`src/rtl/mc_controller_hs.sv`:
```
// mc_controller_hs: multicycle MIPS-subset control unit with memory ready
// handshake, per-access timeout, sticky error state and retire counter.
//
// Ports:
//   clk, rst (async, active-low)
//   instruction[31:0]  IR contents (opcode [31:26], funct [5:0])
//   zeroflag           ALU zero result of the current cycle
//   mem_ready          memory completes the access requested this cycle
//   PCWrite..ALUSrcA   1-bit datapath controls
//   ALUSrcB[1:0]       00 regB, 01 const 4, 10 sext imm, 11 shifted imm
//   PCSrc[1:0]         00 ALU, 01 jump target, 10 ALUOut, 11 reg A
//   ALUoperation       and 000, or 001, add 010, sub 110, slt 111 (zero-extended)
//   retire             pulse in the final cycle of each instruction
//   instr_count        retired-instruction counter (wraps)
//   error, err_code    sticky error flag; 01 illegal, 10 memory timeout
module mc_controller_hs #(
   parameter int ALUOP_W     = 3,
   parameter int MEM_TIMEOUT = 15,
   parameter int CNT_W       = 16
) (
   input  logic               clk,
   input  logic               rst,
   input  logic [31:0]        instruction,
   input  logic               zeroflag,
   input  logic               mem_ready,
   output logic               PCWrite,
   output logic               IorD,
   output logic               MemWrite,
   output logic               MemRead,
   output logic               IRWrite,
   output logic               RegDst,
   output logic               WriteRegSel,
   output logic               MemtoReg,
   output logic               WriteDataSel,
   output logic               RegWrite,
   output logic               ALUSrcA,
   output logic [1:0]         ALUSrcB,
   output logic [1:0]         PCSrc,
   output logic [ALUOP_W-1:0] ALUoperation,
   output logic               retire,
   output logic [CNT_W-1:0]   instr_count,
   output logic               error,
   output logic [1:0]         err_code
);

   typedef enum logic [3:0] {
      S_IF, S_ID, S_EX_R, S_EX_I, S_WB_R, S_WB_I, S_MEM_ADDR, S_MEM_RD,
      S_MEM_WB, S_MEM_WR, S_BR, S_J, S_JAL, S_JR, S_ERR
   } state_t;

   localparam logic [2:0] OP_AND = 3'b000;
   localparam logic [2:0] OP_OR  = 3'b001;
   localparam logic [2:0] OP_ADD = 3'b010;
   localparam logic [2:0] OP_SUB = 3'b110;
   localparam logic [2:0] OP_SLT = 3'b111;

   // Counter only has to reach MEM_TIMEOUT-1; with the timeout disabled it
   // just wraps and is never compared.
   localparam int WC_W = (MEM_TIMEOUT > 1) ? $clog2(MEM_TIMEOUT) : 1;
   localparam logic [WC_W-1:0] TO_LAST = WC_W'((MEM_TIMEOUT > 0) ? MEM_TIMEOUT - 1 : 0);

   state_t state, state_n;
   logic [WC_W-1:0] wcnt;
   logic [5:0] opc, fn;
   logic r_alu, r_jr, mem_state, timeout, ret_i;
   logic [1:0] code_n;
   logic [2:0] rop, iop, aop;
   logic unused_ir;

   assign opc       = instruction[31:26];
   assign fn        = instruction[5:0];
   assign unused_ir = ^instruction[25:6];

   // R-type ALU op from funct; also tells whether the funct is legal.
   always_comb begin
      rop   = OP_ADD;
      r_alu = 1'b1;
      case (fn)
         6'b100000: rop = OP_ADD;
         6'b100010: rop = OP_SUB;
         6'b100100: rop = OP_AND;
         6'b100101: rop = OP_OR;
         6'b101010: rop = OP_SLT;
         default:   r_alu = 1'b0;
      endcase
   end
   assign r_jr = (fn == 6'b001000);

   always_comb begin
      case (opc)
         6'b001100: iop = OP_AND;
         6'b001010: iop = OP_SLT;
         default:   iop = OP_ADD;
      endcase
   end

   assign mem_state = (state == S_IF) || (state == S_MEM_RD) || (state == S_MEM_WR);
   // A ready in the last allowed cycle beats the timeout.
   assign timeout   = (MEM_TIMEOUT > 0) && mem_state && !mem_ready && (wcnt == TO_LAST);

   // state register
   always_ff @(posedge clk or negedge rst) begin
      if (!rst) state <= S_IF;
      else      state <= state_n;
   end

   // next state
   always_comb begin
      state_n = state;
      code_n  = 2'b00;
      case (state)
         S_IF: begin
            if (timeout)        begin state_n = S_ERR; code_n = 2'b10; end
            else if (mem_ready) state_n = S_ID;
         end
         S_ID: begin
            case (opc)
               6'b000000: begin
                  if (r_jr)       state_n = S_JR;
                  else if (r_alu) state_n = S_EX_R;
                  else begin state_n = S_ERR; code_n = 2'b01; end
               end
               6'b001000, 6'b001100, 6'b001010: state_n = S_EX_I;
               6'b100011, 6'b101011:            state_n = S_MEM_ADDR;
               6'b000100, 6'b000101:            state_n = S_BR;
               6'b000010:                       state_n = S_J;
               6'b000011:                       state_n = S_JAL;
               default: begin state_n = S_ERR; code_n = 2'b01; end
            endcase
         end
         S_EX_R:     state_n = S_WB_R;
         S_EX_I:     state_n = S_WB_I;
         S_MEM_ADDR: state_n = opc[3] ? S_MEM_WR : S_MEM_RD;
         S_MEM_RD: begin
            if (timeout)        begin state_n = S_ERR; code_n = 2'b10; end
            else if (mem_ready) state_n = S_MEM_WB;
         end
         S_MEM_WR: begin
            if (timeout)        begin state_n = S_ERR; code_n = 2'b10; end
            else if (mem_ready) state_n = S_IF;
         end
         S_ERR:   state_n = S_ERR;
         default: state_n = S_IF;
      endcase
   end

   // wait counter, retire counter, sticky error
   always_ff @(posedge clk or negedge rst) begin
      if (!rst) begin
         wcnt        <= '0;
         instr_count <= '0;
         error       <= 1'b0;
         err_code    <= 2'b00;
      end else begin
         // Any state change clears it, which covers entry to every wait state.
         if (state_n != state)            wcnt <= '0;
         else if (mem_state && !mem_ready) wcnt <= wcnt + WC_W'(1);
         if (ret_i) instr_count <= instr_count + CNT_W'(1);
         if (state != S_ERR && state_n == S_ERR) begin
            error    <= 1'b1;
            err_code <= code_n;
         end
      end
   end

   // outputs
   always_comb begin
      PCWrite = 1'b0; IorD = 1'b0; MemWrite = 1'b0; MemRead = 1'b0;
      IRWrite = 1'b0; RegDst = 1'b0; WriteRegSel = 1'b0; MemtoReg = 1'b0;
      WriteDataSel = 1'b0; RegWrite = 1'b0; ALUSrcA = 1'b0;
      ALUSrcB = 2'b00; PCSrc = 2'b00; aop = OP_AND; ret_i = 1'b0;
      case (state)
         S_IF: begin
            MemRead = 1'b1; ALUSrcB = 2'b01; aop = OP_ADD;
            IRWrite = mem_ready; PCWrite = mem_ready;
         end
         S_ID:       begin ALUSrcB = 2'b11; aop = OP_ADD; end
         S_EX_R:     begin ALUSrcA = 1'b1; aop = rop; end
         S_EX_I:     begin ALUSrcA = 1'b1; ALUSrcB = 2'b10; aop = iop; end
         S_WB_R:     begin RegDst = 1'b1; RegWrite = 1'b1; ret_i = 1'b1; end
         S_WB_I:     begin RegWrite = 1'b1; ret_i = 1'b1; end
         S_MEM_ADDR: begin ALUSrcA = 1'b1; ALUSrcB = 2'b10; aop = OP_ADD; end
         S_MEM_RD:   begin IorD = 1'b1; MemRead = 1'b1; end
         S_MEM_WB:   begin MemtoReg = 1'b1; RegWrite = 1'b1; ret_i = 1'b1; end
         S_MEM_WR: begin
            // The write is withheld in the cycle that times out.
            IorD = 1'b1; MemWrite = !timeout; ret_i = mem_ready;
         end
         S_BR: begin
            ALUSrcA = 1'b1; aop = OP_SUB; PCSrc = 2'b10; ret_i = 1'b1;
            PCWrite = opc[0] ? !zeroflag : zeroflag;
         end
         S_J:   begin PCSrc = 2'b01; PCWrite = 1'b1; ret_i = 1'b1; end
         S_JAL: begin
            PCSrc = 2'b01; PCWrite = 1'b1; WriteRegSel = 1'b1;
            WriteDataSel = 1'b1; RegWrite = 1'b1; ret_i = 1'b1;
         end
         S_JR:    begin PCSrc = 2'b11; PCWrite = 1'b1; ret_i = 1'b1; end
         default: ;
      endcase
      retire       = ret_i;
      ALUoperation = ALUOP_W'(aop);
      // Reset forces every control low at once, not just at the next edge.
      if (!rst) begin
         PCWrite = 1'b0; IorD = 1'b0; MemWrite = 1'b0; MemRead = 1'b0;
         IRWrite = 1'b0; RegDst = 1'b0; WriteRegSel = 1'b0; MemtoReg = 1'b0;
         WriteDataSel = 1'b0; RegWrite = 1'b0; ALUSrcA = 1'b0;
         ALUSrcB = 2'b00; PCSrc = 2'b00; ALUoperation = '0; retire = 1'b0;
      end
   end

endmodule

```
`config.mk`:
```
export PLATFORM = sky130hd
export DESIGN_NAME = mc_controller_hs
export DESIGN_NICKNAME = d
export VERILOG_FILES = /design/src/rtl/mc_controller_hs.sv
export SDC_FILE = /design/constraint.sdc
export NUM_CORES = 1
export LEC_CHECK = 0
export ABC_CLOCK_PERIOD_IN_PS = 4100
export CAP_MARGIN = 20
export CORE_AREA = 2 2 77 79
export DETAILED_ROUTE_END_ITERATION = 6
export DIE_AREA = 0 0 79 81
export PLACE_DENSITY = 0.65
export SYNTH_ARGS = -nofsm -noshare
export SYNTH_HDL_FRONTEND = slang
export SYNTH_SLANG_ARGS = --single-unit
```
`constraint.sdc`:
```
create_clock -name clk -period 4.1 [get_ports clk]
set_input_delay 0.82 -clock clk [delete_from_list [all_inputs] [get_ports clk]]
set_output_delay 0.82 -clock clk [all_outputs]
set_load 0.02 [all_outputs]
```
==> results of run 1 <==
[per-layer routing]
layer | vias up | global-route usage (%) | share of wire, %
li1 | 905 | - | -
met3 | 4 | 1.78 | 5.3
met4 | 0 | 3.10 | 0.81
met5 | - | 0 | 0
met1 | 837 | 18.9 | 44
met2 | 57 | 26.8 | 50
[synthesized netlist by cell type (7+ instances only)]
master / number
nor2_1: 28
dfrtp_1: 27
nand2_1: 24
nand3_1: 12
a21oi_1: 11
xnor2_1: 11
xor2_1: 10
nor2b_1: 8
nor3_1: 7
[power groups by stage]
stage	clock network [mW]	logic [mW]	registers, mW
3_5_place_dp	0	0.789	0.473
6_report	0.150	0.791	0.468
5_1_grt	0.169	0.865	0.483
2_1_floorplan	0	0.522	0.444
4_1_cts	0.157	0.792	0.467
3_3_place_gp	0	0.781	0.473
[state kept, by name, summed over array words and instances, names as in the netlist]
signal,flops
err_code,2
error,1
instr_count,16
state,4
wcnt,4
[layout make-up]
class	count	share of cell area (%)
inverters	7	1.03
flip-flops and latches	27	26.6
multi-input cells	182	44.4
well taps	75	3.69
clock inverters	1	0.296
repair buffers	58	22.4
clock buffers	3	1.63
[cells by family (layout without fill, tap and decap cells)]
logic type	count (synthesis)	after routing
and+or+nand+nor	114	114
xor gates and xnor gates	21	21
muxes	2	2
buffers and inverters	20	69
AOI/OAI and AO/OA	40	40
DFF	27	27
adders and majority gates	5	5
[per-stage QoR]
step	setup WS [ps]	hold WS, ps	total power, mW
6_report	403	479	1.41
5_1_grt	324	508	1.52
4_1_cts	399	495	1.42
3_5_place_dp	408	477	1.26
3_3_place_gp	422	462	1.25
2_1_floorplan	1280	524	0.966
[path summary, 6_finish.rpt]
path / start / end / slack (ps) / depth (start not counted)
worst min-delay path: instr_count[15] / instr_count[15] / 480 / 1
min in group asynchronous: rst / state[1] / 1200 / 2
worst max register to register: state[2] / wcnt[1] / 1450 / 8
worst min register to register: instr_count[15] / instr_count[15] / 480 / 1
max in group asynchronous: rst / instr_count[12] / 2640 / 2
worst max-delay path: mem_ready / MemWrite / 400 / 6
[worst max-delay path: stages]
cell             delay, ps
clkdlybuf4s50_1        540
or3_1                  380
o32ai_1                180
nand2b_1               190
and4b_1                220
clkdlybuf4s50_1        530
==> flow_summary.toml, run 1 <==
[drt]
drt_iter0_markers = 89
drc = 0
wire_per_inst_um = 13.0
drt-pass1-iter-count = 4
routed_wl_um = 4580
antenna_left = 0
num_vias = 1803
viasPerCell = 5.11

[power_and_ir_drop]
vdd_drop_max_uv = 264
power_density_mw_per_mm2 = 554
p_leak_nw = 1.02
p_sw_mw = 0.626
p_int_mw = 0.783
p_seq_share_pct = 33.2
sw_frac_of_total_pct = 44.4
p_comb_share_pct = 56.1
power.share.clock_pct = 10.6

[synth]
yosys-top-cells-area = "dfrtp_1 36%, nor2_1 5.5%, xnor2_1 5.1%"
synth_top_area_cell = "dfrtp_1"
synth_compound_area_share_pct = 14.5
synthDominantCellAreaShare_pct = 35.6
synth_fa_ha_area_share_pct = 3.10
synth_edf_count = 0
synthCells = 229
syn_area_sq_mm = 0.00190
synth_top_family_by_area = "simple AND/OR/NAND/NOR gates"
ys_ff_latch = 27
synth_warnings = 0
avgSynthCellArea_sq_um = 8.28
ys_async_sr_fraction_pct = 100
yosys-mux-area-fraction_pct = 1.12
synth_cell_types = 54
synth_xor_area_share_pct = 9.70
ys.flop_type = "dfrtp_1"
yosys.area_share.simple_pct = 31.0
syn_nets = 268
ys_seq_area_share_pct = 35.6

[clock_tree]
cts_resized = 0
cts-buffers-inserted = 3
post_cts_buffers = 0
hold_buffers = 0
root_buffer = "clkbuf_8"
cts_htree_levels = 1
clk_pin_slew_ps = 90
cts_tree = "built"
cts_buffer_depth = 2
cts_sinks = 27
insertion_delay_ps = 270

[global_route]
grt_pass1_vias = 1731
grt_max_degree = 28
globalRouteOverflowTotal = 0
grt_pass1_wl_um = 7770
track_usage_pct = 14.7
antenna_found_initial = 0

[job]
drv_cap = 0

[final_layout]
final_common_cell = "clkdlybuf4s50_1"
n_antenna_cell = 0
layout-drive-gt1-share_pct = 6.47
instances_no_fill = 353
seqCellArea_sq_um = 676
area_delta_synth_final_pct = 33.9
nNetsFinal = 318
final_cell_mix = "53 x clkdlybuf4s50_1, 28 x nor2_1, 27 x dfrtp_1"
multiInputGateArea_sq_mm = 0.00113
fill_cells = 597
design_area_sq_mm = 0.00254
fin_util_pct = 44.8

[sta]
rsz0062_at_grt = "false"
max_freq_ghz = 0.270
max-slew-margin-rel_pct = 55.2
fin_crit_ps = 3700
period_share_pct = 90.2
worstMarginPinSlew_ps = 672
setup_viol = 0
tns_ps = 0
slew_viol_final = 0
finalHoldViolCount = 0
clock_skew_ps = 5.41

[floorplan]
rows = 28
start_util_pct = 33.4
die_w_um = 79
ios = 74
fp.dieH_um = 81
dieArea_sq_mm = 0.00640
core_region_area_sq_mm = 0.00568

[placed_design]
gp_congestion = 0.826
dp_cells = 349
io_buffers = 53
hpwlAfterDp_um = 3540
dpl-instance-area_sq_mm = 0.00249

[min_path]
hp-class = "register to register"

[worst_setup_path]
cp.arrival_ps = 2880
worstSetupStartpointType = "input port"
crit_type = "input port to primary output"
cp.required_ps = 3280
end_kind = "primary output"
worstPathMaxFanout = 8

[outcome]
outcome = "completed"
(Power assumes the default switching activity.)
==> run 2: changes to the inputs <==
CORE_AREA = 2 2 74 83   (was 2 2 77 79)
DIE_AREA = 0 0 76 85   (was 0 0 79 81)
PLACE_DENSITY = default   (was 0.65)
==> run 2 against run 1 <==
Non-clock buffer count grew 1. Worst setup slack better by 44 ps. Via count fell by 0.39%. Final cell count rose by 0.85%. Sequential share of layout area shrank 0.065 points. Worst hold slack gained 3.1 ps. Routed wire length decreased by 0.87%. Global-route usage fell by 0.13 points. Cell area up 0.25%. Flip-flop and latch count unchanged. Combinational power grew 2%.
==> flow_summary.toml, run 2 (synthesis results as in run 1) <==
[drt]
wire_per_inst_um = 12.8
drt_iter0_markers = 68
viasPerCell = 5.04
drc = 0
num_vias = 1796
drt-pass1-iter-count = 4
routed_wl_um = 4540
antenna_left = 0

[power_and_ir_drop]
p_seq_share_pct = 32.4
vdd_drop_max_uv = 167
power_density_mw_per_mm2 = 552
power.share.clock_pct = 10.3
sw_frac_of_total_pct = 44.2
p_sw_mw = 0.621
p_leak_nw = 1.03
p_int_mw = 0.784
p_comb_share_pct = 57.4

[sta]
max_freq_ghz = 0.274
slew_viol_final = 0
rsz0062_at_grt = "false"
finalHoldViolCount = 0
clock_skew_ps = 3.90
max-slew-margin-rel_pct = 61.2
worstMarginPinSlew_ps = 581
setup_viol = 0
period_share_pct = 89.1
fin_crit_ps = 3650
tns_ps = 0

[worst_setup_path]
crit_type = "input port to primary output"
r2r_end = "wcnt[2]"
crit_start = "mem_ready"
r2r_cells = 8
cp.required_ps = 3280
worstPathMaxFanout = 8
r2r_setup_slack_ps = 1440
cp.arrival_ps = 2830
r2r_start = "state[2]"
end_kind = "primary output"
critPathCapture = "MemWrite"
worstSetupStartpointType = "input port"

[clock_tree]
root_buffer = "clkbuf_8"
cts_htree_levels = 1
cts_buffer_depth = 2
cts-buffers-inserted = 3
cts_resized = 0
hold_buffers = 0
cts_sinks = 27
clk_pin_slew_ps = 80
cts_tree = "built"
post_cts_buffers = 0
insertion_delay_ps = 260

[global_route]
globalRouteOverflowTotal = 0
grt_max_degree = 24
track_usage_pct = 14.6
antenna_found_initial = 0
grt_pass1_vias = 1741
grt_pass1_wl_um = 7950

[floorplan]
core_region_area_sq_mm = 0.00562
fp.dieH_um = 85
ios = 74
start_util_pct = 33.7
die_w_um = 76
rows = 29
dieArea_sq_mm = 0.00646

[final_layout]
seqCellArea_sq_um = 676
final_common_cell = "clkdlybuf4s50_1"
fin_util_pct = 45.3
reg_top3 = "instr_count (16), state (4), wcnt (4)"
final_cell_mix = "53 x clkdlybuf4s50_1, 28 x nor2_1, 27 x dfrtp_1"
area_delta_synth_final_pct = 34.2
multiInputGateArea_sq_mm = 0.00113
layout-drive-gt1-share_pct = 6.45
largest_reg_flops = 16
n_antenna_cell = 0
fill_cells = 562
top_register = "instr_count"
nNetsFinal = 319

[job]
drv_cap = 0

[outcome]
outcome = "completed"

[min_path]
hp-class = "register to register"

[placed_design]
hpwlAfterDp_um = 3550
gp_congestion = 0.839
io_buffers = 53
## run 2: changes by cell type in the layout (fill, tap and decap cells not counted)
| cell | change |
|---|---|
| buf_4 | +1 |
| clkinvlp_4 | -1 |
| clkbuf_1 | +1 |
## run 2: layout make-up
| type | count | area share, % |
|---|---|---|
| multi-input cells | 182 | 44.3 |
| inverters | 7 | 1.03 |
| clock buffers | 4 | 1.77 |
| flip-flops and latches | 27 | 26.5 |
| repair buffers | 59 | 22.6 |
| well taps | 77 | 3.78 |
## run 2: per-layer routing
metal	vias up	GRT usage (%)	share of wire [%]
met4	0	2.98	0.42
met5	-	0	0
li1	911	-	-
met1	838	19.0	46
met2	45	26.0	50
met3	2	2.23	4.3
## run 2: power by group through the flow
stage / Clock [mW] / Combinational (mW) / Sequential, mW
2_1_floorplan: 0 / 0.522 / 0.444
3_5_place_dp: 0 / 0.809 / 0.459
6_report: 0.144 / 0.806 / 0.455
4_1_cts: 0.151 / 0.813 / 0.453
5_1_grt: 0.163 / 0.886 / 0.474
3_3_place_gp: 0 / 0.803 / 0.459
## run 2: how the worst min path moves through the flow
| stage | endpoint | start | cells past startpoint |
|---|---|---|---|
| finish | instr_count[15] | instr_count[15] | 1 |
| global route | instr_count[15] | instr_count[15] | 1 |
| CTS | error | error | 1 |
| detailed placement | error | error | 1 |
| global placement | instr_count[15] | instr_count[15] | 1 |
| floorplan | err_code[0] | rst | 0 |
## run 2: critical path: stages
cell and delay [ps]:
clkdlybuf4s50_1 530, or3_1 380, o32ai_1 160, nand2b_1 180, and4b_1 220, clkdlybuf4s50_1 530
## run 2: per-stage QoR
step                      hold slack [ps]  power, mW  cells  cell area [sq um]  setup slack (ps)
after floorplan                       524      0.966    229               1900              1280
after global placement                462       1.26    352               2500               430
after detailed placement              464       1.27    352               2500               437
after CTS                             483       1.42    356               2550               423
after global routing                  512       1.52    356               2550               349
final                                 482       1.41    356               2550               447
==> run 3: changes to the inputs <==
SETUP_SLACK_MARGIN = 0.05   (was default)
==> results of run 3 <==
No change in the layout: final DEF, timing and power equal those of run 2.
